--- config.mk ---
export PLATFORM = sky130hd
export DESIGN_NAME = fetch_stage
export DESIGN_NICKNAME = d
export VERILOG_FILES = /design/src/rtl/core_pkg.sv /design/src/rtl/fetch_buffer.sv /design/src/rtl/fetch_stage.sv
export SDC_FILE = /design/constraint.sdc
export NUM_CORES = 1
export LEC_CHECK = 0
export CAP_MARGIN = 20
export CORE_MARGIN = 8
export CORE_UTILIZATION = 50
export CTS_CLUSTER_SIZE = 25
export DETAILED_ROUTE_END_ITERATION = 8
export PLACE_DENSITY = 0.78
export SYNTH_ARGS = -nofsm -noshare
export SYNTH_HDL_FRONTEND = slang
export SYNTH_SLANG_ARGS = --single-unit
--- constraint.sdc ---
create_clock -name clk -period 3 [get_ports clk]
set_input_delay 0.45 -clock clk [delete_from_list [all_inputs] [get_ports clk]]
set_output_delay 0.45 -clock clk [all_outputs]
set_load 0.05 [all_outputs]
--- src/rtl/core_pkg.sv ---
// Shared front-end types: datapath widths, the NOP filler word, fetch FSM states
// and the fetch-entry record carried from fetch to decode.
package core_pkg;

  localparam int XLEN = 64;
  localparam int ILEN = 32;
  localparam logic [ILEN-1:0] NOP_INSTR = 32'h0000_0013;

  typedef enum logic [1:0] {
    RUN  = 2'd0,
    MISS = 2'd1,
    HALT = 2'd2
  } fetch_state_e;

  typedef struct packed {
    logic [XLEN-1:0] pc;
    logic [ILEN-1:0] instr;
    logic            misaligned;
  } fetch_entry_t;

endpackage

--- src/rtl/fetch_buffer.sv ---
// Two-entry FIFO of fetch entries toward decode. Flush empties it; flush with
// load leaves exactly one entry (the misaligned-exception record) in it.
module fetch_buffer
  import core_pkg::*;
(
  input  logic         clk,
  input  logic         rst_n,
  input  logic         push,
  input  fetch_entry_t push_entry,
  input  logic         pop,
  input  logic         flush,
  input  logic         load,
  input  fetch_entry_t load_entry,
  output fetch_entry_t head,
  output logic         valid,
  output logic         full,
  output logic         empty
);

  fetch_entry_t mem [2];
  logic [1:0]   count;
  logic         rd_ptr;
  logic         wr_ptr;

  assign empty = (count == 2'd0);
  assign full  = (count == 2'd2);
  assign valid = !empty;
  assign head  = empty ? '0 : mem[rd_ptr];

  // When full, wr_ptr == rd_ptr: a push+pop overwrites the slot being popped.
  always_ff @(posedge clk or negedge rst_n) begin
    if (!rst_n) begin
      count  <= 2'd0;
      rd_ptr <= 1'b0;
      wr_ptr <= 1'b0;
      mem[0] <= '0;
      mem[1] <= '0;
    end else if (flush) begin
      rd_ptr <= 1'b0;
      wr_ptr <= load;
      count  <= load ? 2'd1 : 2'd0;
      if (load) mem[0] <= load_entry;
    end else begin
      if (push) begin
        mem[wr_ptr] <= push_entry;
        wr_ptr      <= ~wr_ptr;
      end
      if (pop) rd_ptr <= ~rd_ptr;
      count <= count + {1'b0, push} - {1'b0, pop};
    end
  end

endmodule

--- src/rtl/fetch_stage.sv ---
// Instruction fetch stage: owns the fetch PC, captures icache hits into the
// decode buffer, and handles misses, backpressure and redirects.
module fetch_stage
  import core_pkg::*;
#(
  parameter logic [XLEN-1:0] RESET_PC    = 64'h0,
  parameter int              INSTR_BYTES = 4,
  parameter logic [ILEN-1:0] NOP_INSTR   = core_pkg::NOP_INSTR
) (
  input  logic            clk,
  input  logic            rst_n,
  output logic [XLEN-1:0] PC,
  input  logic            icache_r,
  input  logic [ILEN-1:0] instruction,
  output logic            icache_miss,
  input  logic            redirect_valid,
  input  logic [XLEN-1:0] redirect_pc,
  output logic            de_valid,
  input  logic            de_ready,
  output logic [XLEN-1:0] de_pc,
  output logic [ILEN-1:0] de_instruction,
  output logic            de_misaligned,
  output logic [31:0]     stall_cycles,
  output logic [1:0]      dbg_state
);

  fetch_state_e state_q, state_d;
  logic [XLEN-1:0] pc_q, pc_d;
  logic            buf_full, buf_empty;
  logic            pop, can_push, push, load_exc;
  fetch_entry_t    head, push_entry, exc_entry;

  // Handshake: an entry transfers to decode on a cycle where de_valid && de_ready,
  // unless a redirect in the same cycle flushes it (decode must drop it).
  assign pop        = de_valid && de_ready && !redirect_valid;
  assign can_push   = !buf_full || (de_valid && de_ready);
  assign load_exc   = redirect_valid && (redirect_pc[1:0] != 2'b00);
  assign push_entry = '{pc: pc_q, instr: instruction, misaligned: 1'b0};
  assign exc_entry  = '{pc: redirect_pc, instr: NOP_INSTR, misaligned: 1'b1};

  assign PC             = pc_q;
  assign icache_miss    = (state_q == MISS);
  assign dbg_state      = state_q;
  assign de_valid       = !buf_empty;
  assign de_pc          = head.pc;
  assign de_instruction = head.instr;
  assign de_misaligned  = head.misaligned;

  always_comb begin
    state_d = state_q;
    pc_d    = pc_q;
    push    = 1'b0;
    if (redirect_valid) begin
      pc_d    = redirect_pc;
      state_d = load_exc ? HALT : RUN;
    end else begin
      case (state_q)
        RUN, MISS: begin
          if (icache_r) begin
            state_d = RUN;
            if (can_push) begin
              push = 1'b1;
              pc_d = pc_q + XLEN'(INSTR_BYTES);
            end
          end else begin
            state_d = MISS;
          end
        end
        default: state_d = HALT;
      endcase
    end
  end

  always_ff @(posedge clk or negedge rst_n) begin
    if (!rst_n) begin
      state_q      <= RUN;
      pc_q         <= RESET_PC;
      stall_cycles <= '0;
    end else begin
      state_q <= state_d;
      pc_q    <= pc_d;
      if (state_q == MISS && stall_cycles != 32'hFFFF_FFFF)
        stall_cycles <= stall_cycles + 32'd1;
    end
  end

  fetch_buffer u_buf (
    .clk        (clk),
    .rst_n      (rst_n),
    .push       (push),
    .push_entry (push_entry),
    .pop        (pop),
    .flush      (redirect_valid),
    .load       (load_exc),
    .load_entry (exc_entry),
    .head       (head),
    .valid      (),
    .full       (buf_full),
    .empty      (buf_empty)
  );

endmodule

# Word level (Yosys, flattened, before mapping)
# Cells that the tools add are included.
# word_totals
ff_bits,296
in_bits,101
output_inout_bits,197
elab_cells,77
# classes
n_addsub,4
n_lt_le_gt_ge,3
n_eq_ne,4
n_mux,28
n_bitwise,5
reduce_logical,21
# ops
cell,n
$mux 97,7
$mux 64,4
$bwmux 194,1
$mux 194,1
$demux 97 s1,1
$add 64x3->64 const B,1
$add 32x1->32 const B,1
$ne 32x32->1 const B,1
$reduce_bool 2->1,6
$mux 1,10
$mux 2,4
$logic_and 1x1->1,5
$ge 2x2->1 const B,2
$logic_not 2->1,2
$not 1->2,2
$reduce_and 2->1,2
$logic_not 1->1,3
$not 1->1,3
$reduce_and 3->1,1
$add 2x1->2,1
$eq 2x1->1 const B,1
$eq 2x2->1 const B,1
$lt 2x1->1 const B,1
$ne 2x1->1 const B,1
other kinds (3),3

# Logic depth before layout (Yosys ltp)
# Gate-level depths: netlist of run 1.
# logic_depth
word_depth,11
depth_mapped,11
depth_no_buf,10

# Hierarchy
# From an unflattened synthesis of run 1, not the netlist that was laid out.
# unflattened
cells_unflattened,1497
area_unflattened_um2,15972.8
# modules_own_cells
module,n_inst,cells_per_inst,area_each_um2,seq_area_each_um2
fetch_buffer,1,905,10522.6,4954.8
fetch_stage,1,592,5450.2,2452.4

# Worst setup path before layout of run 1
# Ideal clock, no wire load.
# synth_timing
path_type,register to output
startpoint,register u_buf.rd_ptr
endpoint,output port de_misaligned
arrival_time_ps,2316
required_ps,2550
path_slack_ps,234
path_stages_with_launch,5
path_buffers,3
path_cell_list,dfrtp_1 > clkbuf_1 > buf_1 > buf_1 > nor3b_1
# synth_via
elab_chain_len,5
# synth_rtl
element,line_no,source
from (decl),fetch_buffer.sv:22,logic rd_ptr;
from (signal assigned),fetch_buffer.sv:48,if (pop) rd_ptr <= ~rd_ptr;
$not 1->2 (not written as such),fetch_buffer.sv:28,assign head = empty ? '0 : mem[rd_ptr];
$mux 97 (not written as such) (3 in a row),fetch_buffer.sv:28,
$mux 97,fetch_buffer.sv:28,
to (decl),fetch_stage.sv:22,"output logic de_misaligned,"
# No other way between the ends. The select of a mux whose other input is x is not followed.

# Worst setup path in the final report of run 1
# layout_timing
startpoint,register u_buf.rd_ptr
endpoint,output port de_pc[34]
# layout_via
elab_chain_len,5
# layout_rtl
element,line_no,source
$not 1->2 (not written as such),fetch_buffer.sv:28,
$mux 97 (not written as such) (3 in a row),fetch_buffer.sv:28,
$mux 97,fetch_buffer.sv:28,
to (decl),fetch_stage.sv:20,"output logic [XLEN-1:0] de_pc,"
# No other way between the ends. The select of a mux whose other input is x is not followed.

==> results.py, run 1 <==
metrics = {
    "min_path": {
        "worstHoldEndpoint": "u_buf.mem[189]",
        "hold_path.startpoint": "redirect_valid",
        "hp-class": "input pin to register",
        "min_path_cells": 3,
    },
    "logic_synthesis": {
        "synth_cell_types": 48,
        "synthTopCellsByArea": "dfrtp_1, mux2i_1, mux2_2",
        "netlist_area_mm2": 0.0148,
        "synth-seq-cells": 295,
        "synth_edf_count": 0,
        "synth_top_area_cell": "dfrtp_1",
        "syn_area_per_cell_um2": 9.78,
        "syn_inst": 1508,
        "synth-main-ff-cell": "dfrtp_1",
        "ys_seq_area_frac": 0.500,
        "synth_top_area_share": 0.500,
        "yosysWarnings": 0,
        "synthArstFlopShare": 1.00,
        "synth_nets": 1613,
    },
    "power": {
        "ir_drop_v": 0.000463,
        "power_w": 0.0132,
        "cellPowerDensity_mw_per_mm2": 683,
        "leakagePower_nw": 8.58,
    },
    "drt": {
        "wirelength_um": 44100,
        "first_pass_iters": 8,
        "dr.first_iter.drc_count": 853,
        "drc": 0,
        "postRouteAntennaNets": 0,
        "wl_per_cell_um": 20.1,
        "viasPerCell": 5.73,
        "vias": 12500,
    },
    "layout": {
        "nets": 1881,
        "layout_commonest_cell": "dfrtp_1",
        "final_cell_mix": "dfrtp_1, clkdlybuf4s50_1, nor2_1",
        "fin_util": 0.661,
        "final_layout_size_suffix_gt1_frac": 0.144,
        "area_growth_pct": 31.3,
    },
    "die": {
        "die_w_um": 188,
        "rows": 63,
        "start_util": 0.503,
        "die-area_mm2": 0.0353,
        "num_io_pins": 298,
        "die_h_um": 188,
        "core_mm2": 0.0293,
    },
    "timing": {
        "fin_crit_sh": 0.979,
        "max_freq_mhz": 341,
        "finClkSkew_ns": 0.0144,
        "setup_viol": 0,
        "relSlewSlack": 0.398,
        "grt_setup_unrepaired": "no",
        "finalSetupTns_ns": 0,
        "finalHoldViolations": 0,
        "tightest_slew_ns": 0.895,
        "layout_min_cycle_time_ns": 2.94,
        "drv_slew": 0,
    },
    "worst_setup_path": {
        "crit_chain": "buf_12, mux2i_1, nor2_1, clkdlybuf4s50_1",
        "cp_data_required_time_ns": 2.55,
        "end_kind": "output port",
        "regToRegSetupSlack_ns": 0.58,
        "worstSetupStartpointType": "register",
        "reg2reg_to": "stall_cycles[25]",
        "crit_family": "buffers and inverters",
        "slowest_delay_ns": 0.82,
        "crit_buf_inv": 2,
        "r2r_cells": 6,
        "cp_slowest_cell": "clkdlybuf4s50_1",
        "critical_path_arrival_ns": 2.49,
        "crit_fanout": 23,
        "worstSetupPathType": "register to output port",
        "reg2reg_from": "stall_cycles[0]",
    },
    "global_route": {
        "grt_pass1_vias": 13100,
        "track_usage": 0.245,
        "overflow": 0,
        "grt_max_degree": 117,
        "antenna_found_initial": 1,
        "grt_pass1_wl_um": 71600,
    },
    "clock_network": {
        "cts_tree": "built",
        "clock_latency_ns": 0.56,
        "htreeDepth": 1,
        "clock_tree.buffer_depth": 3,
        "cts_sinks": 295,
        "clk_pin_slew_ns": 0.06,
        "cts_buffers": 31,
        "root_buffer": "clkbuf_16",
    },
    "job": {
        "drv_cap": 0,
    },
    "run_status": {
        "status": "complete, no violations",
    },
    "placed_design": {
        "dp_hpwl_um": 30100,
        "gp_congestion": 0.841,
        "io_buffer_count": 297,
    },
}
## worst min-delay path, cell delays in order
cell	delay [ns]
buf_4	0.18
nand2_1	0.08
a21oi_1	0.05
## kinds of logic (layout without fill, tap and decap cells)
| family | after synthesis | count (layout) | share of synthesized area |
|---|---|---|---|
| xor+xnor | 69 | 69 | 0.0410 |
| mux | 212 | 212 | 0.152 |
| other cells | 0 | 1 | 0 |
| fa+ha+maj | 4 | 4 | 0.00339 |
| flops | 295 | 295 | 0.500 |
| buf+inv | 123 | 414 | 0.0321 |
| simple gates | 613 | 613 | 0.200 |
| compound gates | 192 | 192 | 0.0712 |
## flip-flops by register name, indices dropped and copies added (netlist names)
| name | cells |
|---|---|
| u_buf.wr_ptr | 1 |
| stall_cycles | 32 |
| PC | 64 |
| u_buf.count | 2 |
| u_buf.rd_ptr | 1 |
| dbg_state | 2 |
| u_buf.mem | 193 |
## worst max-delay path by stage
stage / from / to / slack [ns] / depth (start not counted)
6_report: u_buf.rd_ptr / de_pc[34] / 0.06 / 4
5_1_grt: u_buf.rd_ptr / de_pc[39] / 0.01 / 4
4_1_cts: u_buf.rd_ptr / de_pc[21] / 0.02 / 4
3_5_place_dp: de_ready / PC[49] / 0.37 / 6
3_3_place_gp: icache_r / PC[63] / 0.40 / 6
2_1_floorplan: u_buf.rd_ptr / de_misaligned / 0.23 / 4
## layer usage
layer | track usage | up-vias | share of wire | wire length [µm]
met5 | 0 | - | 0 | 0
met4 | 0.0830 | 0 | 0.031 | 1390
met3 | 0.0516 | 87 | 0.071 | 3130
met2 | 0.395 | 483 | 0.47 | 20500
met1 | 0.324 | 6223 | 0.43 | 19000
li1 | - | 5755 | - | -
## per-stage QoR
step | std cells | setup WS [ns] | hold slack [ns] | cell area [µm²]
detailed placement | 2130 | 0.371 | 0.443 | 18300
finish | 2190 | 0.0644 | 0.255 | 19400
global route | 2190 | 0.0101 | 0.256 | 19400
CTS | 2189 | 0.0184 | 0.239 | 19300
floorplan | 1508 | 0.234 | 0.154 | 14800
global placement | 2130 | 0.398 | 0.438 | 18300
## repair_timing
action | 4_1_cts | 5_1_grt
hold endpoints to repair | 60 | 0
pin swaps | 1 | 0
cloned | 0 | 0
setup endpoints to repair | 37 | 14
gates resized for setup | 3 | 14
setup buffers | 2 | 0
hold buffers | 1 | 0
## report_power, final
group	leakage [nW]	switching (W)	internal, W
sequential	3.61	0.000568	0.00470
combinational	4.46	0.00254	0.00162
clock	0.516	0.00157	0.00224
## cells in the mapped netlist, types with 14 or more instances
master    instances
a21oi_1          62
buf_1            14
clkbuf_1         73
dfrtp_1         295
inv_1            27
mux2_2           98
mux2i_1         114
nand2_1         176
nand3_1          75
nand4_1          34
nor2_1          199
nor3_1           27
nor4_1           16
o21ai_0         103
xnor2_1          37
xor2_1           32
## area by class of cell
type / instances / area (µm²)
fillers: 2312 / 9950
repair buffers: 331 / 3450
well taps: 390 / 488
inverters: 27 / 101
clock inverters: 10 / 78.8
diodes: 1 / 2.50
clock buffers: 46 / 942
multi-input cells: 1090 / 6930
flip-flops and latches: 295 / 7390
Power figures use the tool's default switching activity.
==> run 2: changes to the inputs <==
--- a/config.mk
+++ b/config.mk
@@ -7,10 +7,10 @@
 export LEC_CHECK = 0
 export CAP_MARGIN = 20
 export CORE_MARGIN = 8
-export CORE_UTILIZATION = 50
+export CORE_UTILIZATION = 52
 export CTS_CLUSTER_SIZE = 25
 export DETAILED_ROUTE_END_ITERATION = 8
-export PLACE_DENSITY = 0.78
+export PLACE_DENSITY = 0.81
 export SYNTH_ARGS = -nofsm -noshare
 export SYNTH_HDL_FRONTEND = slang
 export SYNTH_SLANG_ARGS = --single-unit
==> results.py, run 2 (same netlist as run 1, synthesis figures left out) <==
metrics = {
    "worst_setup_path": {
        "worstSetupPathType": "register to output port",
        "regToRegSetupSlack_ns": 0.50,
        "cp_slowest_cell": "clkdlybuf4s50_1",
        "cp_data_required_time_ns": 2.55,
        "r2r_cells": 5,
        "critical_path_arrival_ns": 2.48,
        "crit_chain": "buf_12, mux2i_1, nor2_1, clkdlybuf4s50_1",
        "reg2reg_to": "PC[63]",
        "crit_family": "buffers and inverters",
        "worstSetupStartpointType": "register",
        "end_kind": "output port",
        "crit_buf_inv": 2,
        "reg2reg_from": "PC[12]",
        "crit_fanout": 18,
        "slowest_delay_ns": 0.83,
    },
    "global_route": {
        "busiest_layer": "met2",
        "grt_pass1_vias": 13200,
        "global_route.usage.met2": 0.419,
        "antenna_found_initial": 1,
        "grtUsageMet3": 0.0563,
        "grtUsageMet1": 0.340,
        "grt_pass1_wl_um": 71500,
        "track_usage": 0.259,
        "grt_max_degree": 82,
        "overflow": 0,
    },
    "clock_network": {
        "cts_tree": "built",
        "cts_setup_buffers": 0,
        "cts_sinks": 295,
        "clock_latency_ns": 0.55,
        "root_buffer": "clkbuf_16",
        "cts_buffers": 31,
        "clock_tree.buffer_depth": 3,
        "clk_pin_slew_ns": 0.06,
        "htreeDepth": 1,
    },
    "timing": {
        "finalHoldViolations": 0,
        "fin_crit_sh": 0.976,
        "layout_min_cycle_time_ns": 2.93,
        "grt_setup_unrepaired": "no",
        "finClkSkew_ns": 0.0137,
        "drv_slew": 0,
        "relSlewSlack": 0.469,
        "tightest_slew_ns": 0.790,
        "finalSetupTns_ns": 0,
        "max_freq_mhz": 342,
        "setup_viol": 0,
    },
    "drt": {
        "viasPerCell": 5.83,
        "dr.first_iter.drc_count": 1198,
        "vias": 12700,
        "drc": 0,
        "wirelength_um": 44600,
        "wl_per_cell_um": 20.5,
        "first_pass_iters": 5,
        "postRouteAntennaNets": 0,
    },
    "die": {
        "rows": 61,
        "num_io_pins": 298,
        "die-area_mm2": 0.0340,
        "die_h_um": 184,
        "die_w_um": 184,
        "core_mm2": 0.0279,
        "start_util": 0.530,
    },
    "placed_design": {
        "dpl_cell_area_mm2": 0.0186,
        "gp_congestion": 0.828,
        "io_buffer_count": 297,
        "dp_hpwl_um": 30900,
    },
    "layout": {
        "finalInstanceArea_mm2": 0.0197,
        "largest_reg_flops": 193,
        "max_flop_register": "u_buf.mem",
        "nets": 1879,
        "final_layout_size_suffix_gt1_frac": 0.144,
        "area_growth_pct": 33.3,
        "layout_commonest_cell": "dfrtp_1",
        "final_cell_mix": "dfrtp_1, clkdlybuf4s50_1, nor2_1",
        "fillers": 2004,
    },
    "min_path": {
        "worstHoldEndpoint": "u_buf.wr_ptr",
        "hold_path.startpoint": "redirect_valid",
        "hp-class": "input pin to register",
        "min_path_cells": 2,
    },
    "job": {
        "drv_cap": 0,
    },
    "power": {
        "cellPowerDensity_mw_per_mm2": 680,
        "ir_drop_v": 0.000451,
        "leakagePower_nw": 8.70,
        "power_w": 0.0134,
    },
    "run_status": {
        "status": "complete, no violations",
    },
}
[run 2: worst max path at each step]
stage | from | to | slack [ns] | depth (start not counted)
4_1_cts | u_buf.rd_ptr | de_pc[38] | 0.004 | 4
3_3_place_gp | icache_r | PC[60] | 0.29 | 6
5_1_grt | u_buf.rd_ptr | de_pc[5] | 0.006 | 4
3_5_place_dp | icache_r | PC[63] | 0.24 | 6
6_report | u_buf.rd_ptr | de_pc[5] | 0.07 | 4
2_1_floorplan | u_buf.rd_ptr | de_misaligned | 0.23 | 4
[run 2: per-layer routing]
layer	up-vias	part of all wire
met2	546	0.47
met3	84	0.084
met1	6272	0.41
li1	5769	-
met4	0	0.032
met5	-	0
[run 2: cell type report]
| cell class | count | area, µm² | share of cell area |
|---|---|---|---|
| Clock buffer | 45 | 888 | 0.0452 |
| Clock inverter | 10 | 104 | 0.00528 |
| Sequential cell | 295 | 7390 | 0.376 |
| Antenna cell | 1 | 2.50 | 0.000127 |
| Multi-Input combinational cell | 1090 | 6930 | 0.352 |
| Timing Repair Buffer | 329 | 3780 | 0.192 |
| Inverter | 27 | 101 | 0.00515 |
| Tap cell | 378 | 473 | 0.0241 |
[run 2: worst register-to-register path, cell delays in order, from the launching register on]
cell	delay, ns
dfrtp_1	0.54
nand4_4	0.24
nor4_4	0.63
nand4_2	0.38
or4_1	0.56
nand3_1	0.08
[run 2: power breakdown]
group / leakage, nW / total [W] / internal, W / switching (W)
Sequential: 3.61 / 0.00529 / 0.00470 / 0.000584
Clock: 0.494 / 0.00376 / 0.00221 / 0.00155
Combinational: 4.60 / 0.00432 / 0.00175 / 0.00257
[run 2: through the flow]
stage                     setup WS (ns)  utilization  hold slack [ns]  cells
final                            0.0728        0.706            0.195   2175
after global routing            0.00559        0.706            0.187   2175
after CTS                       0.00428        0.704            0.179   2174
after detailed placement          0.239        0.668            0.463   2118
after global placement            0.292        0.668            0.458   2118
after floorplan                   0.234            -            0.154   1508
[run 2: repair_timing]
item,4_1_cts,5_1_grt
hold buffers,1,0
hold endpoints to repair,69,0
gates resized for setup,3,18
pin swaps,0,0
setup endpoints to repair,41,18
